**config.mk**
```make
export PLATFORM = sky130hd
export DESIGN_NAME = uart_msg_seq
export DESIGN_NICKNAME = d
export VERILOG_FILES = /design/src/rtl/uart_msg_seq.sv
export SDC_FILE = /design/constraint.sdc
export NUM_CORES = 1
export LEC_CHECK = 0
export CAP_MARGIN = 20
export CORE_MARGIN = 5
export CORE_UTILIZATION = 40
export CTS_BUF_LIST = sky130_fd_sc_hd__clkbuf_4 sky130_fd_sc_hd__clkbuf_8
export CTS_CLUSTER_DIAMETER = 150
export DETAILED_ROUTE_END_ITERATION = 7
export DONT_BUFFER_PORTS = 1
export PLACE_DENSITY = 0.62
export SYNTH_ARGS = -nofsm -noshare
export SYNTH_HDL_FRONTEND = slang
export SYNTH_SLANG_ARGS = --single-unit
```
**constraint.sdc**
```tcl
create_clock -name clk -period 2.63 [get_ports clk]
set_input_delay 0.526 -clock clk [delete_from_list [all_inputs] [get_ports clk]]
set_output_delay 0.526 -clock clk [all_outputs]
set_load 0.01 [all_outputs]
```
**src/rtl/uart_msg_seq.sv**
```systemverilog
// uart_msg_seq: streams a compile-time message of MSG_LEN bytes to a byte-level UART
// transmitter over its start/done handshake. It supports single-shot sends, periodic
// repeat with a programmable inter-message gap, and a one-byte echo slot for received
// bytes. An echo byte is only served between messages, never inside one.
//
// Ports:
//   clk        - single clock
//   reset      - asynchronous, active-high
//   send       - request one message (sampled only while idle)
//   repeat_en  - level, continuous repeat mode
//   echo_en    - level, enables capture of received bytes
//   rx_valid   - one-cycle pulse, rx_data is valid
//   rx_data    - received byte
//   tx_start   - one-cycle start pulse to the transmitter
//   tx_data    - byte to send, held until the next tx_start
//   tx_done    - one-cycle pulse, transmitter finished the byte
//   busy       - high whenever the sequencer is not idle
//   msg_done   - one-cycle pulse after the last message byte completes
//   echo_drop  - one-cycle pulse when a received byte is lost (slot occupied)
module uart_msg_seq #(
    parameter int unsigned DATA_WIDTH = 8,
    parameter int unsigned MSG_LEN = 5,
    parameter logic [MSG_LEN*DATA_WIDTH-1:0] MSG = 40'h48454C4C4F,
    parameter int unsigned GAP_CYCLES = 1000
) (
    input  logic                  clk,
    input  logic                  reset,
    input  logic                  send,
    input  logic                  repeat_en,
    input  logic                  echo_en,
    input  logic                  rx_valid,
    input  logic [DATA_WIDTH-1:0] rx_data,
    output logic                  tx_start,
    output logic [DATA_WIDTH-1:0] tx_data,
    input  logic                  tx_done,
    output logic                  busy,
    output logic                  msg_done,
    output logic                  echo_drop
);

    localparam int unsigned IdxW = (MSG_LEN > 1) ? $clog2(MSG_LEN) : 1;
    localparam int unsigned GapW = (GAP_CYCLES > 1) ? $clog2(GAP_CYCLES) : 1;
    localparam logic [IdxW-1:0] LastIdx = IdxW'(MSG_LEN - 1);
    localparam logic [GapW-1:0] GapLast = GapW'(GAP_CYCLES - 1);

    typedef enum logic [2:0] {
        StIdle,
        StLoad,
        StWait,
        StGap,
        StEchoLoad,
        StEchoWait
    } state_e;

    state_e                state_q, state_d;
    logic [IdxW-1:0]       idx_q, idx_d;
    logic [GapW-1:0]       gap_q, gap_d;
    logic                  echo_full_q, echo_full_d;
    logic [DATA_WIDTH-1:0] echo_byte_q, echo_byte_d;

    logic                  tx_start_d;
    logic [DATA_WIDTH-1:0] tx_data_d;
    logic                  busy_d;
    logic                  msg_done_d;
    logic                  echo_drop_d;

    logic                  slot_free;
    logic                  capture;
    logic                  echo_pending;
    logic [DATA_WIDTH-1:0] echo_next_byte;

    // The slot empties during ECHO_LOAD, so a byte arriving that cycle is accepted.
    assign slot_free = !echo_full_q || (state_q == StEchoLoad);
    assign capture   = rx_valid && echo_en && slot_free;

    // A byte captured this very cycle already counts as pending, which lets an echo win
    // over a send request arriving in the same idle cycle.
    assign echo_pending   = echo_full_q || capture;
    assign echo_next_byte = capture ? rx_data : echo_byte_q;

    always_comb begin
        state_d     = state_q;
        idx_d       = idx_q;
        gap_d       = gap_q;
        echo_full_d = echo_full_q;
        echo_byte_d = echo_byte_q;
        msg_done_d  = 1'b0;
        echo_drop_d = rx_valid && echo_en && !slot_free;

        if (state_q == StEchoLoad) begin
            echo_full_d = 1'b0;
        end
        if (capture) begin
            echo_full_d = 1'b1;
            echo_byte_d = rx_data;
        end

        unique case (state_q)
            StIdle: begin
                if (echo_pending) begin
                    state_d = StEchoLoad;
                end else if (send || repeat_en) begin
                    idx_d   = '0;
                    state_d = StLoad;
                end
            end
            StLoad: state_d = StWait;
            StWait: begin
                if (tx_done) begin
                    if (idx_q == LastIdx) begin
                        msg_done_d = 1'b1;
                        if (repeat_en) begin
                            gap_d   = '0;
                            state_d = StGap;
                        end else begin
                            state_d = StIdle;
                        end
                    end else begin
                        idx_d   = idx_q + 1'b1;
                        state_d = StLoad;
                    end
                end
            end
            StGap: begin
                if (!repeat_en) begin
                    state_d = StIdle;
                end else if (echo_pending) begin
                    state_d = StEchoLoad;
                end else if (gap_q == GapLast) begin
                    idx_d   = '0;
                    state_d = StLoad;
                end else begin
                    gap_d = gap_q + 1'b1;
                end
            end
            StEchoLoad: state_d = StEchoWait;
            StEchoWait: begin
                if (tx_done) begin
                    if (repeat_en) begin
                        gap_d   = '0;
                        state_d = StGap;
                    end else begin
                        state_d = StIdle;
                    end
                end
            end
            default: state_d = StIdle;
        endcase

        // Outputs are registered, so they are derived from the next state.
        tx_start_d = (state_d == StLoad) || (state_d == StEchoLoad);
        busy_d     = (state_d != StIdle);
        tx_data_d  = tx_data;
        if (state_d == StLoad) begin
            tx_data_d = MSG[(MSG_LEN - 1 - int'(idx_d)) * DATA_WIDTH +: DATA_WIDTH];
        end else if (state_d == StEchoLoad) begin
            tx_data_d = echo_next_byte;
        end
    end

    always_ff @(posedge clk or posedge reset) begin
        if (reset) begin
            state_q     <= StIdle;
            idx_q       <= '0;
            gap_q       <= '0;
            echo_full_q <= 1'b0;
            echo_byte_q <= '0;
            tx_start    <= 1'b0;
            tx_data     <= '0;
            busy        <= 1'b0;
            msg_done    <= 1'b0;
            echo_drop   <= 1'b0;
        end else begin
            state_q     <= state_d;
            idx_q       <= idx_d;
            gap_q       <= gap_d;
            echo_full_q <= echo_full_d;
            echo_byte_q <= echo_byte_d;
            tx_start    <= tx_start_d;
            tx_data     <= tx_data_d;
            busy        <= busy_d;
            msg_done    <= msg_done_d;
            echo_drop   <= echo_drop_d;
        end
    end

endmodule
```
==> metrics.csv, run 1 <==
metric,value,unit
total power,2.83,mW
"Hold-fix buffers, CTS",0,
DR pass1 iterations,4,
final setup margin,-0.0492,ns
outcome,finished with violations,
"Req. time, crit path",2.85,ns
DRT Wirelength,4830,um
crit path time final,2.68,ns
Die ar.,0.00664,sq mm
largest net degree at the start of global routing,38,
fin crit share,1.02,
vias in the first global route,1611,
Routed WL per cell,16.0,um
power per cell area,1110,mW/mm^2
HPWL Detailed,3590,um
post-route antenna net violation count,0,
crit path kind,register to register,
number of synthesized register bits,37,
CP Capture Type,register,
"EDFF count, synth",0,
Leak,1.12,nW
Post-Syn Instances,196,
Post-route DRC,0,
critical path launch point type,register,
Final Hold Violating Endpoints,0,
RSZ-0062 raised after global routing,true,
# IOs,27,
core area,0.00504,sq mm
first-pass GRT wire length,7830,um
Filler Cell Count,442,
Max Clock Skew,0.00514,ns
clk_lat worst skew,0.29,ns
CTS H-Tree Depth,2,
Rows,26,
Num Clock Sinks,37,
fraction of registers with async set/reset,1.00,
VDD IR-drop max,613,uV
Clock Tree Buf Depth,2,
"most common cell after layout, fill and taps aside",dfrtp_1,
hold crit path type,input pin to asynchronous set/reset pin,
TritonCTS buffer count,5,
most frequent cells in the layout,"dfrtp_1, buf_4, nor2_1",
synthesized area per cell,10.4,sq um
CTS tree,built,
utilization after layout,0.507,
grt ovf,0,
maximum clock frequency,373,MHz
max_slew headroom,0.635,
Placer Congestion,0.872,
Tot GR Track Use,0.155,
layout net count,251,
Worst Tran Pin Value,0.545,ns
Via Count,1607,
Port Buf Inserts,0,
vias per cell,5.32,
die width,81.5,um
clock-pin slew on the worst setup and hold paths,0.08,ns
Initial Util,0.406,
syn nets,216,
failing checks,setup timing,
CTS root buf,clkbuf_8,
number of setup violations in the final report,1,
arrival time at the worst endpoint,2.90,ns
DR iter-0 viols,67,
Ys Warns,0,
Yosys cell types,51,
area delta synth->final,24.9,%
fin. max-slew vios,0,
maxcap violations,0,
antenna cells,0,
sequential share of the synthesized area,0.453,
DIE HEIGHT,81.5,um
Crit Path Max Fanout,3,
initial antenna violation count,0,
Mapped Area,0.00205,sq mm
ys flop type,dfrtp_1,
layout cell share with drive strength beyond 1,0.328,
## cells in the mapped netlist, types with 2 or more instances
library cell / number / area (sq um)
nand3_1: 9 / 45.0
o31ai_1: 3 / 22.5
nor2b_1: 2 / 12.5
nand2_1: 10 / 37.5
nand4_1: 4 / 25.0
mux2_2: 9 / 101
nor4_1: 4 / 25.0
mux2i_1: 6 / 60.1
dfrtp_1: 37 / 926
and3_1: 2 / 12.5
or4_4: 2 / 22.5
or2_2: 4 / 25.0
a21oi_1: 4 / 20.0
a2111o_1: 2 / 22.5
nand4b_1: 3 / 26.3
o211ai_1: 3 / 22.5
xnor2_1: 7 / 61.3
nand2b_1: 2 / 12.5
inv_1: 12 / 45.0
a21o_1: 4 / 30.0
buf_2: 5 / 25.0
ha_1: 5 / 62.6
a22o_1: 2 / 17.5
nor3_1: 3 / 15.0
and2_1: 3 / 18.8
o21ai_0: 6 / 30.0
nor2_1: 15 / 56.3
or3_1: 4 / 25.0
a21boi_0: 2 / 15.0
## final cells by class
class,instances,area (sq um),area share
tap,70,87.6,0.0343
clock buffer,5,68.8,0.0269
timing repair buffer,34,255,0.0999
clock inverter,3,46.3,0.0181
sequential,37,926,0.362
inverter,12,45.0,0.0176
multi-input combinational,141,1130,0.441
## power by group
part	switching [mW]	total [mW]	internal [mW]
logic	0.708	1.43	0.721
clock network	0.219	0.502	0.284
registers	0.141	0.897	0.756
## through the flow
stage	cells	TNS [ns]	hold slack, ns	setup WS [ns]	cell area [sq um]
final	302	-0.0492	0.234	-0.0492	2550
after global placement	292	0	0.480	0.0420	2360
after global routing	302	-0.404	0.270	-0.123	2550
after floorplan	196	-0.0298	0.472	-0.0298	2060
after CTS	300	-0.0178	0.244	-0.0178	2480
after detailed placement	292	0	0.490	0.00773	2360
## what timing repair did
item,in CTS,in global routing
pin swaps,0,10
endpoints found under the setup margin,1,4
gates cloned,0,0
gates resized for setup,0,10
setup buffers,0,2
## state kept, by name, indices dropped and copies added (netlist names)
signal and count:
busy 1, gap_q 10, tx_start 1, state_q 3
echo_full_q 1, echo_byte_q 8, msg_done 1, tx_data 8
idx_q 3, echo_drop 1
## cell families (layout without fill, tap and decap cells)
group	count (synthesis)	in the layout	share of synthesized area
adder cells (fa/ha/maj)	5	5	0.0306
multiplexers	15	15	0.0789
XOR/XNOR	8	8	0.0343
AO/OA/AOI/OAI	39	39	0.158
buffers and inverters	18	54	0.0361
AND/OR/NAND/NOR	74	74	0.209
flip-flops	37	37	0.453
## critical path: stages, from the launching register on
cell	delay, ns
dfrtp_1	0.40
ha_4	0.16
nand4_4	0.10
o41ai_4	0.38
nor2_2	0.09
or4_4	0.55
a21boi_4	0.20
ha_4	0.16
inv_2	0.03
or4_4	0.47
o211ai_2	0.07
## worst paths after layout
path / from / endpoint / slack (ns) / cells past startpoint
min reg2reg: echo_byte_q[5] / echo_byte_q[5] / 0.50 / 1
min: reset / gap_q[3] / 0.23 / 2
min in group clk: rx_data[5] / echo_byte_q[5] / 0.40 / 1
max reg2reg: gap_q[1] / tx_data[1] / -0.05 / 10
max: gap_q[1] / tx_data[1] / -0.05 / 10
max in group asynchronous: reset / idx_q[0] / 2.06 / 2
## per-layer routing
| metal | share of wire | vias up | global-route usage |
|---|---|---|---|
| met3 | 0.041 | 7 | 0.0395 |
| met5 | 0 | - | 0 |
| met2 | 0.52 | 30 | 0.261 |
| met4 | 0.013 | 0 | 0.0524 |
| li1 | - | 784 | - |
| met1 | 0.42 | 786 | 0.192 |
(Power assumes the default switching activity.)
==> run 2, diff against run 1 <==
--- a/config.mk
+++ b/config.mk
@@ -6,13 +6,16 @@
 export NUM_CORES = 1
 export LEC_CHECK = 0
 export CAP_MARGIN = 20
+export CELL_PAD_IN_SITES_DETAIL_PLACEMENT = 1
+export CELL_PAD_IN_SITES_GLOBAL_PLACEMENT = 1
 export CORE_MARGIN = 5
 export CORE_UTILIZATION = 40
 export CTS_BUF_LIST = sky130_fd_sc_hd__clkbuf_4 sky130_fd_sc_hd__clkbuf_8
 export CTS_CLUSTER_DIAMETER = 150
 export DETAILED_ROUTE_END_ITERATION = 7
 export DONT_BUFFER_PORTS = 1
-export PLACE_DENSITY = 0.62
+export PLACE_DENSITY = 0.75
+export SKIP_LAST_GASP = 1
 export SYNTH_ARGS = -nofsm -noshare
 export SYNTH_HDL_FRONTEND = slang
 export SYNTH_SLANG_ARGS = --single-unit
==> run 2 against run 1 <==
The run still ends with setup timing left. Total power rose by 7.5%. Global-route usage increased by 3.3 points. Core utilization is 1.2 points higher. Clock-buffer cell count is the same.
==> metrics.csv, run 2 (same netlist as run 1, synthesis figures left out) <==
metric,value,unit,change
outcome,finished with violations,,
failing checks,setup timing,,
arrival time at the worst endpoint,2.89,ns,about the same
layout net count,257,,+2.4%
vias per cell,5.35,,+0.55%
first-pass GRT wire length,9230,um,+18%
core area,0.00504,sq mm,unchanged
CTS root buf,clkbuf_8,,
layout cell share with drive strength beyond 1,0.340,,+0.0127
maxcap violations,0,,unchanged
Routed WL per cell,18.0,um,+13%
clock-pin slew on the worst setup and hold paths,0.08,ns,about the same
initial antenna violation count,0,,unchanged
Post-route DRC,0,,unchanged
fin crit share,1.01,,-0.00685
power per cell area,1160,mW/mm^2,+5.0%
Clock Tree Buf Depth,2,,unchanged
Placed Instance Area,0.00238,sq mm,+0.64%
"most common cell after layout, fill and taps aside",buf_4,,
max_slew headroom,0.673,,+0.0381
TritonCTS buffer count,5,,unchanged
Largest regs,"gap_q (10), echo_byte_q (8), tx_data (8)",,
Placer Congestion,0.785,,-9.9%
Rows,26,,unchanged
Largest register FFs,10,,unchanged
Tot GR Track Use,0.187,,+0.0325
grt ovf,0,,unchanged
Filler Cell Count,553,,+25%
most flop-heavy register,gap_q,,
Via Count,1648,,+2.6%
hold crit path type,input pin to asynchronous set/reset pin,,
post-route antenna net violation count,0,,unchanged
cell area after layout,0.00262,sq mm,+2.4%
CTS H-Tree Depth,2,,unchanged
RSZ-0062 raised after global routing,true,,
Leak,1.17,nW,+3.8%
Die ar.,0.00664,sq mm,unchanged
die width,81.5,um,unchanged
Final Hold Violating Endpoints,0,,unchanged
Worst Tran Pin Value,0.490,ns,-0.0547 ns
VDD IR-drop max,632,uV,+3.1%
most frequent cells in the layout,"buf_4, dfrtp_1, nor2_1",,
# IOs,27,,unchanged
final setup margin,-0.0312,ns,+0.0180 ns
Setup WS pre-CTS,-0.113,ns,-0.121 ns
area delta synth->final,27.9,%,
CTS tree,built,,
maximum clock frequency,376,MHz,+0.68%
Initial Util,0.406,,unchanged
"Req. time, crit path",2.86,ns,about the same
largest net degree at the start of global routing,38,,unchanged
"Hold-fix buffers, CTS",0,,unchanged
Crit Path Max Fanout,5,,+2
DRT Wirelength,5560,um,+15%
Port Buf Inserts,0,,unchanged
critical path launch point type,register,,
Max Clock Skew,0.00533,ns,+0.000191 ns
Num Clock Sinks,37,,unchanged
fin. max-slew vios,0,,unchanged
number of setup violations in the final report,1,,unchanged
crit path kind,register to register,,
antenna cells,0,,unchanged
DR iter-0 viols,62,,-7.5%
CP Capture Type,register,,
DIE HEIGHT,81.5,um,unchanged
clk_lat worst skew,0.30,ns,about the same
crit path time final,2.66,ns,-0.0180 ns
HPWL Detailed,3970,um,+10%
total power,3.04,mW,+7.5%
vias in the first global route,1867,,+16%
DR pass1 iterations,4,,unchanged
==> run 2: changes by cell type in the layout (fill, tap and decap cells not counted) <==
cell,previous run,this run
a221oi_1,0,1
a221oi_2,1,0
buf_4,34,40
bufinv_16,1,2
clkinv_4,1,0
clkinvlp_4,1,0
inv_6,0,1
==> run 2: report_power, final <==
part           internal, mW  total [mW]  leakage [nW]  switching [mW]
Clock                 0.382       0.606        0.0687           0.224
Sequential            0.756       0.911         0.472           0.155
Combinational         0.769        1.52         0.626           0.755
Total                  1.91        3.04          1.17            1.13
==> run 2: through the flow <==
step | std cells | hold slack (ns) | utilization | TNS, ns
2_1_floorplan | 196 | 0.472 | - | -0.0298
3_3_place_gp | 294 | 0.479 | 0.471 | 0
3_5_place_dp | 294 | 0.493 | 0.471 | -0.197
4_1_cts | 305 | 0.235 | 0.510 | -0.0104
5_1_grt | 308 | 0.272 | 0.519 | -0.610
6_report | 308 | 0.229 | 0.519 | -0.0312
==> run 2: final timing paths <==
| path | start | endpoint | slack, ns | cells past startpoint |
|---|---|---|---|---|
| min | reset | tx_data[4] | 0.23 | 2 |
| max reg2reg | state_q[0] | tx_data[1] | -0.03 | 9 |
| max in group asynchronous | reset | gap_q[4] | 2.06 | 2 |
| max | state_q[0] | tx_data[1] | -0.03 | 9 |
| min reg2reg | echo_byte_q[7] | echo_byte_q[7] | 0.51 | 1 |
| min in group clk | rx_data[5] | echo_byte_q[5] | 0.39 | 1 |
==> run 2: critical path: stages, from the launching register on <==
cell	delay (ns)
dfrtp_1	0.43
or2_1	0.27
o21ai_0	0.22
a222oi_1	0.17
or4_4	0.54
a21boi_4	0.20
ha_4	0.16
inv_2	0.03
or4_4	0.51
o211ai_2	0.08
==> run 2: repair_timing <==
item                                    CTS  global route
buffers inserted                          3             3
gates resized for setup                   5             4
endpoints found under the hold margin     0             0
pin swaps                                 0             4
cloned                                    0             0
endpoints found under the setup margin    2             5
==> run 2: area by class of cell <==
cell class	instances	area [sq um]	area share
multi-input combinational	141	1120	0.428
sequential	37	926	0.354
timing repair buffer	40	300	0.115
tap	70	87.6	0.0335
clock buffer	5	68.8	0.0263
clock inverter	3	68.8	0.0263
inverter	12	45.0	0.0172
==> run 2: metal layers <==
layer | global-route usage | part of all wire | vias up
li1 | - | - | 793
met1 | 0.217 | 0.40 | 830
met2 | 0.333 | 0.56 | 17
met3 | 0.0537 | 0.031 | 8
met4 | 0.0541 | 0.011 | 0
met5 | 0 | 0 | -
